<file path="config.mk">
export PLATFORM = sky130hd
export DESIGN_NAME = ahb_read_capture_flat
export DESIGN_NICKNAME = d
export VERILOG_FILES = /design/src/rtl/ahb_read_capture_if.sv /design/src/rtl/ahb_read_capture.sv /design/src/flat_wrapper.sv
export SDC_FILE = /design/constraint.sdc
export NUM_CORES = 1
export LEC_CHECK = 0
export ABC_AREA = 1
export CELL_PAD_IN_SITES_DETAIL_PLACEMENT = 2
export CELL_PAD_IN_SITES_GLOBAL_PLACEMENT = 2
export CORE_ASPECT_RATIO = 1.4
export CORE_MARGIN = 5
export CORE_UTILIZATION = 30
export CTS_CLUSTER_DIAMETER = 120
export DETAILED_ROUTE_END_ITERATION = 10
export PLACE_DENSITY = 0.77
export SLEW_MARGIN = 20
export SYNTH_ARGS = -nofsm -noshare
export SYNTH_HDL_FRONTEND = slang
export SYNTH_SLANG_ARGS = --single-unit
</file>
<file path="constraint.sdc">
create_clock -name HCLK -period 5.63 [get_ports HCLK]
set_input_delay 1.126 -clock HCLK [delete_from_list [all_inputs] [get_ports HCLK]]
set_output_delay 1.126 -clock HCLK [all_outputs]
set_load 0.01 [all_outputs]
</file>
<file path="src/rtl/ahb_read_capture_if.sv">
// ahb_read_capture_if: bus bundle between the AHB master FSM / register file
// and the read-data capture stage. The slave modport is the capture stage's view.
interface ahb_read_capture_if #(
  parameter int DATA_W     = 32,
  parameter int RADDR_W    = 5,
  parameter int FIFO_DEPTH = 4
);
  localparam int LVL_W = $clog2(FIFO_DEPTH) + 1;

  logic [5:0]         state;
  logic [DATA_W-1:0]  HRDATA;
  logic               HREADY;
  logic               HRESP;
  logic [RADDR_W-1:0] ADDR;
  logic               REG_READY;
  logic               CLR_FLAGS;
  logic [DATA_W-1:0]  RESPONSE;
  logic [RADDR_W-1:0] RESPONSE_ADDR;
  logic               REG_ENABLE;
  logic               REG_WRITE;
  logic [LVL_W-1:0]   FIFO_LEVEL;
  logic               OVERFLOW;
  logic               ERR;

  modport master (
    output state, HRDATA, HREADY, HRESP, ADDR, REG_READY, CLR_FLAGS,
    input  RESPONSE, RESPONSE_ADDR, REG_ENABLE, REG_WRITE, FIFO_LEVEL, OVERFLOW, ERR
  );

  modport slave (
    input  state, HRDATA, HREADY, HRESP, ADDR, REG_READY, CLR_FLAGS,
    output RESPONSE, RESPONSE_ADDR, REG_ENABLE, REG_WRITE, FIFO_LEVEL, OVERFLOW, ERR
  );
endinterface

</file>
<file path="src/rtl/ahb_read_capture.sv">
// ahb_read_capture: captures HRDATA beats of single / incrementing-burst reads,
// tags them with an auto-incrementing register address, buffers them in a small
// FIFO and drains them into the register-file write port under REG_READY.
// Optional feature macro: AHB_RD_ERR_EN (ERROR responses abort the burst and set ERR).
module ahb_read_capture #(
  parameter int DATA_W     = 32,
  parameter int RADDR_W    = 5,
  parameter int ADDR_STEP  = 1,
  parameter int FIFO_DEPTH = 4
) (
  input logic              HCLK,
  input logic              HRESETn,
  ahb_read_capture_if.slave bus
);
  localparam int PTR_W = (FIFO_DEPTH > 1) ? $clog2(FIFO_DEPTH) : 1;
  localparam int LVL_W = $clog2(FIFO_DEPTH) + 1;
  localparam int ENT_W = RADDR_W + DATA_W;

  typedef enum logic [5:0] {
    ST_IDLE    = 6'b000001,
    ST_SBURSTW = 6'b000010,
    ST_SBURSTR = 6'b000100,
    ST_INCRBW  = 6'b001000,
    ST_INCRBR  = 6'b010000,
    ST_BUSY    = 6'b100000
  } mst_state_e;

  typedef enum logic [1:0] {C_IDLE, C_SINGLE, C_BURST} cap_state_e;

  cap_state_e         cap_q;
  logic [5:0]         prev_state_q;
  logic [RADDR_W-1:0] ptr_q;
  logic [ENT_W-1:0]   mem_q [FIFO_DEPTH];
  logic [PTR_W-1:0]   wr_ptr_q, rd_ptr_q;
  logic [LVL_W-1:0]   count_q, count_d;
  logic [DATA_W-1:0]  resp_q;
  logic [RADDR_W-1:0] resp_addr_q;
  logic               en_q, ovf_q, err_q;

  logic               capture, beat_err, push_req, push, pop, full, drop;
  logic [ENT_W-1:0]   head;

  // Capture qualification and FIFO push/pop decisions
  always_comb begin
    capture  = (cap_q != C_IDLE) && bus.HREADY && (prev_state_q != ST_BUSY);
`ifdef AHB_RD_ERR_EN
    beat_err = capture && bus.HRESP;
`else
    beat_err = 1'b0;
`endif
    push_req = capture && !beat_err;
    full     = (count_q == LVL_W'(FIFO_DEPTH));
    pop      = (count_q != '0) && bus.REG_READY;
    // a pop on the same edge frees the slot, so a full FIFO still accepts
    push     = push_req && (!full || pop);
    drop     = push_req && full && !pop;
    count_d  = count_q + LVL_W'(push) - LVL_W'(pop);
    head     = mem_q[rd_ptr_q];
  end

`ifndef AHB_RD_ERR_EN
  logic unused_hresp;
  assign unused_hresp = bus.HRESP;
`endif

  // Capture FSM with beat-address pointer and previous master state
  always_ff @(posedge HCLK or negedge HRESETn) begin
    if (!HRESETn) begin
      cap_q        <= C_IDLE;
      prev_state_q <= ST_IDLE;
      ptr_q        <= '0;
    end else begin
      prev_state_q <= bus.state;
      case (cap_q)
        C_IDLE: begin
          if (bus.state == ST_SBURSTR) begin
            cap_q <= C_SINGLE;
            ptr_q <= bus.ADDR;
          end else if (bus.state == ST_INCRBR) begin
            cap_q <= C_BURST;
            ptr_q <= bus.ADDR;
          end
        end
        C_SINGLE: begin
          if (capture) cap_q <= C_IDLE;
        end
        C_BURST: begin
          // pointer advances on every captured beat, even a dropped one
          if (capture) ptr_q <= ptr_q + RADDR_W'(ADDR_STEP);
          if (beat_err) begin
            cap_q <= C_IDLE;
          end else if (bus.state == ST_SBURSTR) begin
            cap_q <= C_SINGLE;
            ptr_q <= bus.ADDR;
          end else if (bus.state != ST_INCRBR && bus.state != ST_BUSY) begin
            cap_q <= C_IDLE;
          end
        end
        default: cap_q <= C_IDLE;
      endcase
    end
  end

  // FIFO storage; contents are don't-care while the level is zero
  always_ff @(posedge HCLK) begin
    if (push) mem_q[wr_ptr_q] <= {ptr_q, bus.HRDATA};
  end

  // FIFO pointers, registered write port and sticky flags
  always_ff @(posedge HCLK or negedge HRESETn) begin
    if (!HRESETn) begin
      wr_ptr_q    <= '0;
      rd_ptr_q    <= '0;
      count_q     <= '0;
      resp_q      <= '0;
      resp_addr_q <= '0;
      en_q        <= 1'b0;
      ovf_q       <= 1'b0;
      err_q       <= 1'b0;
    end else begin
      if (push) wr_ptr_q <= wr_ptr_q + PTR_W'(1);
      if (pop) begin
        rd_ptr_q    <= rd_ptr_q + PTR_W'(1);
        resp_q      <= head[DATA_W-1:0];
        resp_addr_q <= head[DATA_W +: RADDR_W];
      end
      count_q <= count_d;
      en_q    <= pop;
      ovf_q   <= drop || (ovf_q && !bus.CLR_FLAGS);
      err_q   <= beat_err || (err_q && !bus.CLR_FLAGS);
    end
  end

  assign bus.RESPONSE      = resp_q;
  assign bus.RESPONSE_ADDR = resp_addr_q;
  assign bus.REG_ENABLE    = en_q;
  assign bus.REG_WRITE     = en_q;
  assign bus.FIFO_LEVEL    = count_q;
  assign bus.OVERFLOW      = ovf_q;
  assign bus.ERR           = err_q;
endmodule

</file>
<file path="src/flat_wrapper.sv">
// flat-port wrapper written by rule: the top's interface ports become plain ports
module ahb_read_capture_flat 
#(
  parameter int DATA_W     = 32,
  parameter int RADDR_W    = 5,
  parameter int ADDR_STEP  = 1,
  parameter int FIFO_DEPTH = 4
)
  (HCLK, HRESETn, bus_state, bus_HRDATA, bus_HREADY, bus_HRESP, bus_ADDR, bus_REG_READY, bus_CLR_FLAGS, bus_RESPONSE, bus_RESPONSE_ADDR, bus_REG_ENABLE, bus_REG_WRITE, bus_FIFO_LEVEL, bus_OVERFLOW, bus_ERR);
  ahb_read_capture_if #(.DATA_W(DATA_W), .RADDR_W(RADDR_W), .FIFO_DEPTH(FIFO_DEPTH)) bus_i ();
  input logic HCLK;
  input logic HRESETn;
  input wire logic [$bits(bus_i.state)-1:0] bus_state;
  input wire logic [$bits(bus_i.HRDATA)-1:0] bus_HRDATA;
  input wire logic [$bits(bus_i.HREADY)-1:0] bus_HREADY;
  input wire logic [$bits(bus_i.HRESP)-1:0] bus_HRESP;
  input wire logic [$bits(bus_i.ADDR)-1:0] bus_ADDR;
  input wire logic [$bits(bus_i.REG_READY)-1:0] bus_REG_READY;
  input wire logic [$bits(bus_i.CLR_FLAGS)-1:0] bus_CLR_FLAGS;
  output wire logic [$bits(bus_i.RESPONSE)-1:0] bus_RESPONSE;
  output wire logic [$bits(bus_i.RESPONSE_ADDR)-1:0] bus_RESPONSE_ADDR;
  output wire logic [$bits(bus_i.REG_ENABLE)-1:0] bus_REG_ENABLE;
  output wire logic [$bits(bus_i.REG_WRITE)-1:0] bus_REG_WRITE;
  output wire logic [$bits(bus_i.FIFO_LEVEL)-1:0] bus_FIFO_LEVEL;
  output wire logic [$bits(bus_i.OVERFLOW)-1:0] bus_OVERFLOW;
  output wire logic [$bits(bus_i.ERR)-1:0] bus_ERR;
  assign bus_i.state = bus_state;
  assign bus_i.HRDATA = bus_HRDATA;
  assign bus_i.HREADY = bus_HREADY;
  assign bus_i.HRESP = bus_HRESP;
  assign bus_i.ADDR = bus_ADDR;
  assign bus_i.REG_READY = bus_REG_READY;
  assign bus_i.CLR_FLAGS = bus_CLR_FLAGS;
  assign bus_RESPONSE = bus_i.RESPONSE;
  assign bus_RESPONSE_ADDR = bus_i.RESPONSE_ADDR;
  assign bus_REG_ENABLE = bus_i.REG_ENABLE;
  assign bus_REG_WRITE = bus_i.REG_WRITE;
  assign bus_FIFO_LEVEL = bus_i.FIFO_LEVEL;
  assign bus_OVERFLOW = bus_i.OVERFLOW;
  assign bus_ERR = bus_i.ERR;
  ahb_read_capture #(.DATA_W(DATA_W), .RADDR_W(RADDR_W), .ADDR_STEP(ADDR_STEP), .FIFO_DEPTH(FIFO_DEPTH)) u_core (.HCLK(HCLK), .HRESETn(HRESETn), .bus(bus_i));
endmodule
</file>
==> metrics.cfg <==
[pwr]
p_sw_share_pct=33.3
max-vdd-ir-drop_mv=0.310
power_density_nw_per_um2=510
p_leak_nw=3.62
p_int_mw=3.44
netSwitchingPower_mw=1.72
combPwrFrac_pct=28.0
seqPwrFrac_pct=44.0
p_clk_share_pct=28.1

[sta]
finalSetupTns_ps=0
maxSlewHeadroom_pct=38.6
finalHoldViolCount=0
rsz0062_at_grt=no
final.period_utilization_pct=52.5
setup_viol=0
layout_min_cycle_time_ps=2960
maxSlewViolCount=0
finClkSkew_ps=15.2
fmax_ghz=0.338
max_slew.worst_pin.slew_ps=920

[placed_design]
portBuffers=91
place_hpwl_mm=12.6
routabilityCongestion=0.717
dp_cells=1088

[synthesis]
synth_cell_types=32
synth-warning-count=0
synth_top_area_share_pct=54.4
synth_nets=717
synthCells=660
synthArstFlopShare_pct=28.8
syn_area_um2=8160
synth-edff-count=148
synth.most_common_cell=nor2_1
synth-seq-cells=208
synth_area_leaders=edfxtp_1 54%, dfrtp_1 18%, nor2_1 9.0%, a31oi_1 2.8%, o21ai_0 2.7%
synth_top_cells_by_count=196 x nor2_1, 148 x edfxtp_1, 59 x dfrtp_1
yosysTopAreaCell=edfxtp_1
post_synth.cell_area_avg_um2=12.4
ys_seq_area_share_pct=72.9
yosys_most_used_dff=edfxtp_1

[final_layout]
final_util_pct=37.7
areaGrowthSynthToFinish_pct=23.9
stdcell_count=1127
fillCellCount=2819
drive_above_1_share_pct=8.41
nets=804

[floorplanning]
die_h_um=205
core_area_um2=26800
io-pin-count=93
fp.dieW_um=149
initial_core_util_pct=30.4
dieArea_um2=30700
rows=71

[cts]
cts_root_buf=clkbuf_16
postCtsSetupRepairBufs=0
clk_pin_slew_ps=50
insertion_delay_ps=500
cts_tree=yes
numCtsBuffers=22
post_cts_resized=0
cts.path.max_buffers=3
ctsHoldBuffers=0
h-tree-depth=1
clock_sinks=208

[drt]
drcViolationCount=0
antenna_left=0
drt-initial-drc-count=251
vias_per_cell=4.67
wl_per_cell_um=18.4
drtPass1Iterations=7
drt-total-wl_mm=20.7
vias=5264

[setup_path]
cp_max_fo=22
critPathSlowestCell=nor2_4
critical_path.max_stage_delay_ps=540
crit_chain=clkdlybuf4s50_1 -> inv_1 -> nor2_2 -> nand3_2 -> nor2_4 -> buf_4
cp_data_required_time_ps=5790
arrival_ps=3110
end_kind=register
start_kind=input port
critPathKind=input port to register

[grt]
grt-ovfl-total=0
grt_first_pass_wirelength_mm=32.7
antenna_found_initial=2
track_usage_pct=13.6
grt_start_max_net_pins=78
grt_pass1_vias=5971

[flow_run]
drv_cap=0

[hold_path]
min-delay-path-class=register to register

[run_status]
status=finished, final reports clean

## cell usage in the layout (no fill, tap or decap), types with 2 or more instances in the layout
cell,n
nor2_1,192
edfxtp_1,148
clkdlybuf4s50_1,90
dfrtp_1,57
o21ai_0,44
a31oi_1,37
o21ai_1,32
nand2_1,30
inv_1,23
clkbuf_16,23
nand3_1,16
ha_1,7
buf_4,7
nor2_4,6
clkbuf_1,6
nor2_2,5
xor2_1,5
inv_2,4
nand3_2,2
xnor2_1,2
nand3_4,2
nand2_4,2
nand4_1,2
nand3b_1,2
bufinv_16,2
clkinv_2,2
clkbuf_8,2
## final timing paths
kind	start	end	cells past startpoint	slack (ps)
worst max-delay path	bus_HREADY	u_core.mem_q[3][0]	6	2670
worst min-delay path	u_core.bus.ERR	u_core.bus.ERR	2	500
worst max register to register	u_core.rd_ptr_q[0]	u_core.bus.RESPONSE[29]	4	3110
worst min register to register	u_core.bus.ERR	u_core.bus.ERR	2	500
max in group asynchronous	HRESETn	u_core.rd_ptr_q[0]	1	4190
min in group asynchronous	HRESETn	u_core.bus.RESPONSE[7]	1	780
## registers in the layout (all words and copies together), names as in the netlist
name                      flops
u_core.bus.ERR                1
u_core.bus.FIFO_LEVEL         3
u_core.bus.OVERFLOW           1
u_core.bus.REG_ENABLE         1
u_core.bus.RESPONSE          32
u_core.bus.RESPONSE_ADDR      5
u_core.cap_q                  2
u_core.mem_q                148
u_core.prev_state_q           6
u_core.ptr_q                  5
u_core.rd_ptr_q               2
u_core.wr_ptr_q               2
## critical path, delay by kind of cell
family / cells / cell delay [ps]
buf+inv: 3 / 950
simple gates: 3 / 990
## kinds of logic after synthesis
| group | synth area share [%] |
|---|---|
| adder cells (fa/ha/maj) | 1.32 |
| AO/OA/AOI/OAI | 7.57 |
| XOR/XNOR | 0.751 |
| flip-flops | 72.9 |
| buffers and inverters | 3.97 |
| AND/OR/NAND/NOR | 13.5 |
## cell type report
type / instances / area (um^2) / area share, %
inverter: 27 / 101 / 1.00
multi-input combinational: 391 / 1930 / 19.1
clock buffer: 31 / 626 / 6.19
tap: 365 / 457 / 4.52
clock inverter: 7 / 91.3 / 0.903
sequential: 208 / 5950 / 58.9
timing repair buffer: 97 / 953 / 9.43
antenna: 1 / 2.50 / 0.0248
## per-stage QoR
| stage | hold WS (ps) | setup WS, ps | total power [mW] | area, um^2 |
|---|---|---|---|---|
| final | 504 | 2670 | 5.16 | 10100 |
| after global routing | 549 | 2520 | 5.49 | 10100 |
| after CTS | 511 | 2610 | 5.27 | 10100 |
| after detailed placement | 499 | 2080 | 3.79 | 9390 |
| after global placement | 477 | 2100 | 3.70 | 9390 |
| after floorplan | 517 | 2170 | 3.12 | 8160 |
## per-layer routing
metal	global-route usage [%]	up-vias	share of wire, %
met5	0	-	0.13
li1	-	2455	-
met1	15.6	2678	39
met3	3.00	30	5.2
met2	25.5	97	54
met4	3.53	4	1.9
## power groups by stage
stage,registers [mW],clock network [mW],logic (mW)
6_report,2.27,1.45,1.44
5_1_grt,2.32,1.55,1.62
4_1_cts,2.29,1.49,1.49
3_5_place_dp,2.32,0,1.48
3_3_place_gp,2.30,0,1.41
2_1_floorplan,2.18,0,0.940
Power figures use the tool's default switching activity.
